$ cat src/rtl/riscv_ooo_pkg.sv
// Shared definitions for the out-of-order writeback path.
//   NUM_FU / CDB_PORTS : number of functional units and broadcast slots
//   FU_ALU0/ALU1/LSU   : functional-unit index constants
//   cdb_entry_t        : one buffered writeback {result, pc, tag}
//   fu_next()          : round-robin successor over the three FUs
package riscv_ooo_pkg;

    localparam int NUM_FU     = 3;
    localparam int CDB_PORTS  = 2;
    localparam int CDB_DATA_W = 32;
    localparam int CDB_TAG_W  = 6;

    localparam logic [1:0] FU_ALU0 = 2'd0;
    localparam logic [1:0] FU_ALU1 = 2'd1;
    localparam logic [1:0] FU_LSU  = 2'd2;

    typedef struct packed {
        logic [CDB_DATA_W-1:0] result;
        logic [CDB_DATA_W-1:0] pc;
        logic [CDB_TAG_W-1:0]  tag;
    } cdb_entry_t;

    function automatic logic [1:0] fu_next(input logic [1:0] idx);
        return (idx == FU_LSU) ? FU_ALU0 : idx + 2'd1;
    endfunction

endpackage

$ cat src/rtl/wb_fifo.sv
// Synchronous FIFO buffering one functional unit's writeback results.
//   clk, rst     : clock, synchronous active-high reset
//   flush        : drop every buffered entry (pointers return to zero)
//   enq/enq_data : write one entry when not full
//   deq          : retire the head entry when not empty
//   head         : current head entry (combinational view of storage)
//   full/empty   : status derived from the registered pointers only
module wb_fifo #(
    parameter int DEPTH = 2,
    parameter int WIDTH = 32
) (
    input  logic             clk,
    input  logic             rst,
    input  logic             flush,
    input  logic             enq,
    input  logic [WIDTH-1:0] enq_data,
    input  logic             deq,
    output logic [WIDTH-1:0] head,
    output logic             full,
    output logic             empty
);

    localparam int AW = $clog2(DEPTH);

    // One extra pointer bit tells a full FIFO apart from an empty one.
    logic [AW:0]      wr_ptr_reg;
    logic [AW:0]      rd_ptr_reg;
    logic [WIDTH-1:0] mem [DEPTH];

    logic do_enq;
    logic do_deq;

    assign full   = (wr_ptr_reg[AW] != rd_ptr_reg[AW]) &&
                    (wr_ptr_reg[AW-1:0] == rd_ptr_reg[AW-1:0]);
    assign empty  = (wr_ptr_reg == rd_ptr_reg);
    assign do_enq = enq && !full && !flush && !rst;
    assign do_deq = deq && !empty;
    assign head   = mem[rd_ptr_reg[AW-1:0]];

    always_ff @(posedge clk) begin
        if (rst || flush) begin
            wr_ptr_reg <= '0;
            rd_ptr_reg <= '0;
        end else begin
            if (do_enq) wr_ptr_reg <= wr_ptr_reg + 1'b1;
            if (do_deq) rd_ptr_reg <= rd_ptr_reg + 1'b1;
        end
    end

    // Storage carries no reset; validity is tracked by the pointers alone.
    always_ff @(posedge clk) begin
        if (do_enq) mem[wr_ptr_reg[AW-1:0]] <= enq_data;
    end

endmodule

$ cat src/rtl/cdb_wb_arbiter.sv
// Writeback scheduler: three FU result FIFOs share two registered CDB slots.
//   clk, rst          : clock, synchronous active-high reset (beats flush_i)
//   flush_i           : mispredict flush, empties all FIFOs and the CDB slots
//   fu_valid_i/ready_o: per-FU handshake, ready = FIFO not full (0 in reset)
//   fuN_result/pc/tag : per-FU result payload
//   cdb_valid/src/result/pc/tag_o : two registered broadcast slots
// Build option: define LSU_PRIO_EN to give a nonempty LSU FIFO slot 0 every
// cycle, with FU0/FU1 sharing the remaining slot(s) round-robin.
// DATA_W/TAG_W must match the widths carried in cdb_entry_t.
module cdb_wb_arbiter
    import riscv_ooo_pkg::*;
#(
    parameter int DATA_W     = CDB_DATA_W,
    parameter int TAG_W      = CDB_TAG_W,
    parameter int FIFO_DEPTH = 2
) (
    input  logic                        clk,
    input  logic                        rst,
    input  logic                        flush_i,
    input  logic [2:0]                  fu_valid_i,
    output logic [2:0]                  fu_ready_o,
    input  logic [DATA_W-1:0]           fu0_result_i,
    input  logic [DATA_W-1:0]           fu0_pc_i,
    input  logic [TAG_W-1:0]            fu0_tag_i,
    input  logic [DATA_W-1:0]           fu1_result_i,
    input  logic [DATA_W-1:0]           fu1_pc_i,
    input  logic [TAG_W-1:0]            fu1_tag_i,
    input  logic [DATA_W-1:0]           fu2_result_i,
    input  logic [DATA_W-1:0]           fu2_pc_i,
    input  logic [TAG_W-1:0]            fu2_tag_i,
    output logic [1:0]                  cdb_valid_o,
    output logic [1:0][1:0]             cdb_src_o,
    output logic [1:0][DATA_W-1:0]      cdb_result_o,
    output logic [1:0][DATA_W-1:0]      cdb_pc_o,
    output logic [1:0][TAG_W-1:0]       cdb_tag_o
);

    cdb_entry_t             fu_entry [NUM_FU];
    cdb_entry_t             fifo_head [NUM_FU];
    logic [NUM_FU-1:0]      full;
    logic [NUM_FU-1:0]      empty;
    logic [NUM_FU-1:0]      enq;
    logic [NUM_FU-1:0]      deq;

    logic [1:0]             rr_reg;
    logic [1:0]             rr_next;
    logic [1:0]             grant_vld;
    logic [1:0][1:0]        grant_idx;

    assign fu_entry[0] = '{result: fu0_result_i, pc: fu0_pc_i, tag: fu0_tag_i};
    assign fu_entry[1] = '{result: fu1_result_i, pc: fu1_pc_i, tag: fu1_tag_i};
    assign fu_entry[2] = '{result: fu2_result_i, pc: fu2_pc_i, tag: fu2_tag_i};

    // Ready comes from registered fullness only, so a full FIFO refuses input
    // even in a cycle where its head is being granted.
    assign fu_ready_o = rst ? 3'b000 : ~full;
    assign enq        = fu_valid_i & fu_ready_o & {NUM_FU{!flush_i}};

    generate
        for (genvar gi = 0; gi < NUM_FU; gi++) begin : g_fifo
            wb_fifo #(
                .DEPTH (FIFO_DEPTH),
                .WIDTH ($bits(cdb_entry_t))
            ) u_fifo (
                .clk      (clk),
                .rst      (rst),
                .flush    (flush_i),
                .enq      (enq[gi]),
                .enq_data (fu_entry[gi]),
                .deq      (deq[gi]),
                .head     (fifo_head[gi]),
                .full     (full[gi]),
                .empty    (empty[gi])
            );
        end
    endgenerate

    always_comb begin
        logic [1:0] cand;
        logic [1:0] cnt;
        grant_vld = '0;
        grant_idx = '0;
        deq       = '0;
        rr_next   = rr_reg;
        cnt       = 2'd0;
`ifdef LSU_PRIO_EN
        if (!empty[FU_LSU]) begin
            grant_vld[0] = 1'b1;
            grant_idx[0] = FU_LSU;
            deq[FU_LSU]  = 1'b1;
            cnt          = 2'd1;
        end
        // rr_reg only ever holds FU_ALU0 or FU_ALU1 in this build.
        cand = {1'b0, rr_reg[0]};
        for (int k = 0; k < 2; k++) begin
            if (!empty[cand] && cnt < 2'(CDB_PORTS)) begin
                grant_vld[cnt[0]] = 1'b1;
                grant_idx[cnt[0]] = cand;
                deq[cand]         = 1'b1;
                rr_next           = (cand == FU_ALU0) ? FU_ALU1 : FU_ALU0;
                cnt               = cnt + 2'd1;
            end
            cand = {1'b0, ~cand[0]};
        end
`else
        cand = rr_reg;
        for (int k = 0; k < NUM_FU; k++) begin
            if (!empty[cand] && cnt < 2'(CDB_PORTS)) begin
                grant_vld[cnt[0]] = 1'b1;
                grant_idx[cnt[0]] = cand;
                deq[cand]         = 1'b1;
                rr_next           = fu_next(cand);
                cnt               = cnt + 2'd1;
            end
            cand = fu_next(cand);
        end
`endif
    end

    always_ff @(posedge clk) begin
        if (rst) begin
            rr_reg       <= FU_ALU0;
            cdb_valid_o  <= '0;
            cdb_src_o    <= '0;
            cdb_result_o <= '0;
            cdb_pc_o     <= '0;
            cdb_tag_o    <= '0;
        end else if (flush_i) begin
            cdb_valid_o  <= '0;
            cdb_src_o    <= '0;
            cdb_result_o <= '0;
            cdb_pc_o     <= '0;
            cdb_tag_o    <= '0;
        end else begin
            rr_reg <= rr_next;
            for (int s = 0; s < CDB_PORTS; s++) begin
                cdb_valid_o[s]  <= grant_vld[s];
                cdb_src_o[s]    <= grant_vld[s] ? grant_idx[s] : 2'd0;
                cdb_result_o[s] <= grant_vld[s] ? fifo_head[grant_idx[s]].result : '0;
                cdb_pc_o[s]     <= grant_vld[s] ? fifo_head[grant_idx[s]].pc : '0;
                cdb_tag_o[s]    <= grant_vld[s] ? fifo_head[grant_idx[s]].tag : '0;
            end
        end
    end

endmodule

$ cat config.mk
export PLATFORM = sky130hd
export DESIGN_NAME = cdb_wb_arbiter
export DESIGN_NICKNAME = d
export VERILOG_FILES = /design/src/rtl/riscv_ooo_pkg.sv /design/src/rtl/wb_fifo.sv /design/src/rtl/cdb_wb_arbiter.sv
export SDC_FILE = /design/constraint.sdc
export NUM_CORES = 1
export LEC_CHECK = 0
export CELL_PAD_IN_SITES_DETAIL_PLACEMENT = 0
export CELL_PAD_IN_SITES_GLOBAL_PLACEMENT = 1
export CORE_ASPECT_RATIO = 1.75
export CORE_UTILIZATION = 41
export CTS_BUF_LIST = sky130_fd_sc_hd__clkbuf_2
export CTS_CLUSTER_SIZE = 40
export DETAILED_ROUTE_END_ITERATION = 8
export GPL_ROUTABILITY_DRIVEN = 1
export HOLD_SLACK_MARGIN = 0.05
export PLACE_DENSITY = 0.83
export SLEW_MARGIN = 20
export SYNTH_ARGS = -nofsm -noshare
export SYNTH_HDL_FRONTEND = slang
export SYNTH_SLANG_ARGS = --single-unit
$ cat constraint.sdc
create_clock -name clk -period 4.4 [get_ports clk]
set_input_delay 0.44 -clock clk [delete_from_list [all_inputs] [get_ports clk]]
set_output_delay 0.44 -clock clk [all_outputs]
set_load 0.02 [all_outputs]
==> reports/summary.log, run 1 <==
qor: outcome.outcome finished, final reports clean
qor: yosys.yosysTopAreaCellShare 56.6%
qor: run.max_cap_violations 0
qor: critical_path.cp_max_fo 14
qor: layout.finish.utilization 56.6%
qor: yosys.netlist.top_cell.by_area edfxtp_1
qor: critical_path.crit_start g_fifo[0].u_fifo.wr_ptr_reg[0]$_SDFFE_PP0P_
qor: yosys.synth.top_cells.by_area edfxtp_1 57%, dfxtp_1 15%, mux2i_1 7.6%, a211oi_1 4.3%, mux2_2 3.5%
qor: power.power_density 377 mW/mm²
qor: layout.fin_cells 2893
qor: yosys.fraction_of_the_yosys_area_taken_by_sequential_cells 71.3%
qor: place.routabilityCongestion 0.894
qor: critical_path.worst_r2r_path_depth 11
qor: layout.largest_register_ff_count 420
qor: yosys.yosysMostFrequentCell edfxtp_1
qor: clock_tree.cts_tree built
qor: critical_path.timing.setup.critical_path_class register to register
qor: global_route.grt_max_degree 83
qor: power.worst_vdd_rail_ir_drop 0.000296 V
qor: clock_tree.clock_tree.htree_level_count 4
qor: yosys.syn_avg_cell_area 15.3 µm²
qor: route.drt-wirelength-per-cell 22.9 µm
qor: timing.achievable-frequency 252 MHz
qor: route.via_per_inst 5.46
qor: timing.min_period 3.97 ns
qor: timing.finalHoldViolations 0
qor: place.placement.io_buffers 364
qor: route.drt-pass1-iter-count 6
qor: clock_tree.clk_path_buf_depth 3
qor: power.power.leakage 10.5 nW
qor: timing.finalHoldWorstSlack 0.162 ns
qor: yosys.netlist_instances 1460
qor: floorplanning.pin_count 365
qor: layout.syn_to_final_growth 35.9%
qor: global_route.first_global_vias 16900
qor: place.place.detailed.instances 2432
qor: critical_path.critical_path_required 5.40 ns
qor: timing.timing_worst_slew_pin_value 1.02 ns
qor: clock_tree.cts_sinks 583
qor: timing.timing.clock.skew 0.138 ns
qor: yosys.synth_flop_cell edfxtp_1
qor: critical_path.r2r-end cdb_result_o[0]$_SDFF_PP0_
qor: clock_tree.cts-root-buf clkbuf_2
qor: global_route.first_pass_grt_wire_length 96800 µm
qor: place.dp_hpwl 41200 µm
qor: clock_tree.cts.clk_slew.worst_paths 0.12 ns
qor: yosys.syn_nets 1677
qor: critical_path.regToRegStartpoint g_fifo[0].u_fifo.wr_ptr_reg[0]$_SDFFE_PP0P_
qor: route.drtAntennaViolNets 0
qor: clock_tree.clock_insertion_delay_worst_skew 1.16 ns
qor: global_route.grt_overflow_total 0
qor: timing.relative_slew_slack 32.2%
qor: timing.finalMaxSlewViolations 0
qor: timing.setup_tns_final 0 ns
qor: floorplanning.core_area 0.0535 mm²
qor: floorplanning.floorplan.rows 112
qor: worst_hold_path.hp-class primary input to register
qor: timing.setup_viol_count_final 0
qor: critical_path.crit_path_start_kind register
qor: global_route.antenna_found_initial 16
qor: layout.finish.net_count 2311
qor: layout.fillCellCount 4299
qor: yosys.synth.cells.most_frequent 420 x edfxtp_1, 169 x mux2i_1, 163 x dfxtp_1
qor: critical_path.crit_path_end cdb_result_o[0]$_SDFF_PP0_
qor: yosys.post_synth_edffs 420
qor: route.wirelength 66200 µm
qor: critical_path.cp-end-kind register
qor: yosys.mappedNetlistArea 0.0223 mm²
qor: route.drc 0
qor: route.drtIter0Drc 936
qor: global_route.grt_util_all_layers 23.9%
qor: yosys.yosys_warnings 0
qor: yosys.synth.ff_latch_count 583
qor: critical_path.cp.arrival 4.98 ns
qor: layout.drive_above_1_share 16.6%
qor: floorplanning.die_area 0.0553 mm²
qor: timing.post-route-period-util 90.3%
qor: timing.rsz0062_at_grt false
qor: clock_tree.cts_inserted_buffers 131
qor: route.vias 15800
qor: yosys.synth.lib_cells_used.distinct 53
qor: yosys.synth_async_reset_ratio 0%
qor: floorplanning.start_util 41.6%
qor: floorplanning.die_width 178 µm
qor: critical_path.rrSetupSlack 0.43 ns
qor: floorplanning.die_h 310 µm
-- report_power, final --
| group | total, mW | switching [mW] | internal (mW) |
|---|---|---|---|
| registers | 6.14 | 0.0962 | 6.04 |
| logic | 1.63 | 0.892 | 0.737 |
| clock network | 3.64 | 2.12 | 1.52 |
| total | 11.4 | 3.11 | 8.30 |
-- final cells by class --
class / count / area [µm²] / share of cell area (%)
Tap cell: 684 / 856 / 2.83
Inverter: 4 / 15.0 / 0.0496
Clock buffer: 200 / 1000 / 3.31
Clock inverter: 40 / 318 / 1.05
Antenna cell: 8 / 20.0 / 0.0661
Timing Repair Buffer: 612 / 6190 / 20.4
Multi-Input combinational cell: 762 / 5990 / 19.8
Sequential cell: 583 / 15900 / 52.5
-- worst min path at each step --
stage	startpoint	endpoint	cells after the start
finish	fu_valid_i[2]	g_fifo[2].u_fifo.wr_ptr_reg[0]$_SDFFE_PP0P_	2
global route	fu_valid_i[2]	g_fifo[2].u_fifo.wr_ptr_reg[0]$_SDFFE_PP0P_	2
CTS	fu_valid_i[2]	g_fifo[2].u_fifo.wr_ptr_reg[0]$_SDFFE_PP0P_	2
detailed placement	g_fifo[1].u_fifo.mem[0][68]$_DFFE_PP_	cdb_result_o[30]$_SDFF_PP0_	2
global placement	g_fifo[1].u_fifo.mem[0][63]$_DFFE_PP_	cdb_result_o[25]$_SDFF_PP0_	2
floorplan	g_fifo[1].u_fifo.mem[0][6]$_DFFE_PP_	cdb_pc_o[0]$_SDFF_PP0_	2
-- worst max-delay path, cell delays in order (launching register included) --
cell and delay, ns:
dfxtp_1 0.55, xor2_1 0.17, nor2_2 0.46, a21oi_1 0.13
o21ai_0 0.26, ha_1 0.33, a22oi_1 0.21, o22ai_1 0.14
a311oi_4 0.31, buf_4 0.19, or4b_1 0.83, o22ai_1 0.31
-- through the flow --
step / setup WS [ns] / power, mW / area (µm²)
floorplan: 0.103 / 7.01 / 22300
global placement: 0.579 / 7.68 / 26800
detailed placement: 0.568 / 7.72 / 26800
CTS: 0.530 / 11.5 / 30300
global route: 0.142 / 11.9 / 30300
finish: 0.426 / 11.4 / 30300
-- kinds of logic after synthesis --
| logic type | synth area share (%) |
|---|---|
| AOI/OAI and AO/OA | 10.2 |
| xor gates and xnor gates | 0.848 |
| adders and majority gates | 0.0562 |
| buffers and inverters | 2.22 |
| DFF | 71.3 |
| muxes | 11.1 |
| and+or+nand+nor | 4.27 |
-- repair_timing --
action	CTS	global route
buffers inserted	0	0
endpoints found under the hold margin	423	0
hold buffers	213	0
endpoints found under the setup margin	0	0
resized for setup	0	0
-- placed cells by master, fill, tap and decap left out, types with 5 or more instances in the layout --
| cell type | netlist | layout |
|---|---|---|
| a211oi_1 | 128 | 128 |
| diode_2 | 0 | 8 |
| o211ai_1 | 6 | 6 |
| dlygate4sd3_1 | 0 | 213 |
| o32ai_1 | 56 | 56 |
| o21ai_0 | 7 | 6 |
| clkdlybuf4s50_1 | 0 | 364 |
| clkbuf_2 | 1 | 200 |
| a21oi_1 | 70 | 69 |
| xnor2_1 | 7 | 7 |
| o22ai_2 | 10 | 10 |
| and3_1 | 58 | 58 |
| nor2_1 | 97 | 94 |
| buf_12 | 0 | 12 |
| clkinv_2 | 0 | 8 |
| mux2_2 | 70 | 70 |
| xor2_1 | 9 | 9 |
| nand2_1 | 13 | 13 |
| mux2i_1 | 169 | 169 |
| buf_4 | 2 | 23 |
| clkinv_1 | 0 | 18 |
| o22ai_1 | 5 | 5 |
| edfxtp_1 | 420 | 420 |
| bufinv_16 | 0 | 5 |
| dfxtp_1 | 163 | 160 |
-- per-layer routing --
metal / vias to the layer above / wire (µm) / global-route usage [%]
met5: - / 101 / 0
met4: 16 / 3290 / 14.8
met3: 234 / 4110 / 5.33
met2: 739 / 34900 / 42.8
met1: 7734 / 23800 / 25.2
li1: 7071 / - / -
(Power assumes the default switching activity.)
==> run 2, diff against run 1 <==
- CORE_UTILIZATION: 41 -> 46
- PLACE_DENSITY: 0.83 -> unset
- PLACE_DENSITY_LB_ADDON: unset -> 0.1
- clock period: 4.4 -> 4.45 ns (I/O delays scaled with it)
==> reports/summary.log, run 2 (synthesized netlist as in run 1, its figures left out) <==
qor: outcome.outcome finished, final reports clean
qor: critical_path.worst_path_most_repeated_cell o21ai_0
qor: critical_path.timing.setup.critical_path_class register to register
qor: layout.layout_common_cells 420 x edfxtp_1, 364 x clkdlybuf4s50_1, 210 x dlygate4sd3_1
qor: timing.achievable-frequency 246 MHz [-2.1%]
qor: global_route.first_global_vias 16400 [-2.9%]
qor: clock_tree.cts_tree built
qor: timing.setup_tns_final 0 ns [unchanged]
qor: timing.timing.clock.skew 0.114 ns [-0.0238 ns]
qor: place.routabilityCongestion 0.818 [-8.5%]
qor: floorplanning.pin_count 365 [unchanged]
qor: power.totalPowerFinal 11.2 mW [-1.7%]
qor: layout.final_common_cell edfxtp_1
qor: critical_path.path_delay_family simple AND/OR/NAND/NOR gates
qor: layout.drive_above_1_share 16.6% [about the same]
qor: clock_tree.cts.clk_slew.worst_paths 0.09 ns [-0.03 ns]
qor: route.drtIter0Drc 776 [-17%]
qor: critical_path.crit_path_start_kind register
qor: clock_tree.clock_tree.htree_level_count 4 [unchanged]
qor: global_route.gr-usage-met1 27.6% [+2.5 points]
qor: clock_tree.clock_insertion_delay_worst_skew 1.10 ns [-0.06 ns]
qor: critical_path.cp-end-kind register
qor: layout.largest_register_ff_count 420 [unchanged]
qor: clock_tree.cts_inserted_buffers 133 [+1.5%]
qor: critical_path.cp.arrival 4.99 ns [about the same]
qor: timing.timing_worst_slew_pin_value 0.851 ns [-0.166 ns]
qor: global_route.global_route.usage.met3 6.05% [+0.72 points]
qor: power.power_density 372 mW/mm² [-1.3%]
qor: timing.rsz0062_at_grt false
qor: floorplanning.die_width 168 µm [-5.5%]
qor: floorplanning.start_util 46.6% [+5.0 points]
qor: timing.setup_viol_count_final 0 [unchanged]
qor: clock_tree.cts-root-buf clkbuf_2
qor: global_route.grt_overflow_total 0 [unchanged]
qor: clock_tree.cts_hold_buf 207 [-2.8%]
qor: route.drt-pass1-iter-count 7 [+1]
qor: worst_hold_path.hp-class primary input to register
qor: layout.finish.net_count 2311 [unchanged]
qor: critical_path.worstPathBufferInverterCount 2 [+1]
qor: critical_path.worstPathCellList xor2_1 > nor2_2 > a21oi_1 > o21ai_0 > ha_1 > inv_1 > o21ai_1 > o21ai_0 > a221oi_4 > buf_4 > or4b_1 > o22ai_1
qor: global_route.first_pass_grt_wire_length 98500 µm [+1.7%]
qor: power.power.share.sequential 54.1% [+0.3 points]
qor: global_route.grt-busiest-layer met2
qor: clock_tree.cts_setup_buffers 0 [unchanged]
qor: place.dp_hpwl 41900 µm [+1.6%]
qor: power.netSwitchingPower 3.09 mW [-0.60%]
qor: timing.min_period 4.06 ns [+0.0839 ns]
qor: global_route.antenna_found_initial 8 [-8]
qor: power.share_clk_of_total_power 31.2% [-0.7 points]
qor: floorplanning.die_area 0.0493 mm² [-11%]
qor: timing.post-route-period-util 91.2% [+0.87 points]
qor: critical_path.crit_start g_fifo[0].u_fifo.wr_ptr_reg[0]$_SDFFE_PP0P_
qor: global_route.grt_util_all_layers 27.4% [+3.5 points]
qor: floorplanning.core_area 0.0477 mm² [-11%]
qor: power.netSwitchingFraction 27.6% [+0.31 points]
qor: route.drtAntennaViolNets 0 [unchanged]
qor: layout.syn_to_final_growth 35.3%
qor: route.drt-wirelength-per-cell 24.0 µm [+5.0%]
qor: route.vias 15500 [-2.0%]
qor: critical_path.timing.critical_path.slowest_cell_delay 0.87 ns [+0.04 ns]
qor: run.max_cap_violations 0 [unchanged]
qor: critical_path.regToRegStartpoint g_fifo[0].u_fifo.wr_ptr_reg[0]$_SDFFE_PP0P_
qor: route.wirelength 67400 µm [+1.8%]
qor: power.worst_vdd_rail_ir_drop 0.000265 V [-10%]
qor: layout.fillCellCount 3716 [-14%]
qor: place.placement.io_buffers 364 [unchanged]
qor: power.power.leakage 10.5 nW [-0.15%]
qor: power.p_int 8.12 mW [-2.1%]
qor: timing.relative_slew_slack 43.3% [+11 points]
qor: floorplanning.floorplan.rows 106 [-5.4%]
qor: timing.finalHoldViolations 0 [unchanged]
qor: global_route.grt_max_degree 110 [+33%]
qor: power.power.share.combinational 14.6% [+0.3 points]
qor: timing.finalMaxSlewViolations 0 [unchanged]
qor: route.drc 0 [unchanged]
qor: critical_path.cpMaxStageDelayCell or4b_1
qor: global_route.grtUsageMet2 51.5% [+8.8 points]
qor: clock_tree.cts_sinks 583 [unchanged]
qor: critical_path.critical_path_required 5.39 ns [about the same]
qor: floorplanning.die_h 293 µm [-5.6%]
qor: critical_path.cp_max_fo 14 [unchanged]
qor: clock_tree.cts.repair.resized 0 [unchanged]
qor: clock_tree.clk_path_buf_depth 3 [unchanged]
qor: route.via_per_inst 5.52 [+1.1%]
qor: worst_hold_path.hold_path_startpoint fu2_pc_i[25]
-- run 2: per-stage QoR --
| stage | util [%] | instance area [µm²] | std cells | hold slack (ns) | worst slack (ns) |
|---|---|---|---|---|---|
| after global routing | 63.1 | 30100 | 2803 | 0.0600 | 0.122 |
| after floorplan | - | 22300 | 1460 | 0.498 | 0.148 |
| after detailed placement | 55.9 | 26700 | 2342 | 0.526 | 0.481 |
| final | 63.1 | 30100 | 2803 | 0.167 | 0.392 |
| after CTS | 63.0 | 30100 | 2793 | 0.0598 | 0.441 |
| after global placement | 55.9 | 26700 | 2342 | 0.506 | 0.478 |
-- run 2: power by group through the flow --
stage	Clock, mW	Sequential, mW	Combinational (mW)
floorplan	0	6.24	0.694
global placement	0	6.20	1.45
detailed placement	0	6.20	1.47
CTS	3.61	6.08	1.63
global route	3.87	6.08	1.74
finish	3.50	6.07	1.64
-- run 2: layout make-up --
cell class	count	area, µm²	area share (%)
inverter	4	15.0	0.0498
tap	594	743	2.47
sequential	583	15900	52.7
antenna	6	15.0	0.0498
multi-input combinational	762	5990	19.9
clock buffer	202	1010	3.35
clock inverter	42	284	0.942
timing repair buffer	610	6190	20.5
-- run 2: path summary, 6_finish.rpt --
path                                                               to  slack (ns)  depth (start not counted)
worst max register to register             cdb_result_o[2]$_SDFF_PP0_        0.39                         12
worst min-delay path            g_fifo[2].u_fifo.mem[0][31]$_DFFE_PP_        0.17                          1
worst min register to register            cdb_result_o[29]$_SDFF_PP0_        0.49                          2
worst max-delay path                       cdb_result_o[2]$_SDFF_PP0_        0.39                         12
-- run 2: layer usage --
metal | vias up | wire length (µm)
met5 | - | 20
li1 | 7080 | -
met1 | 7656 | 23600
met4 | 4 | 3070
met3 | 161 | 3740
met2 | 574 | 36900
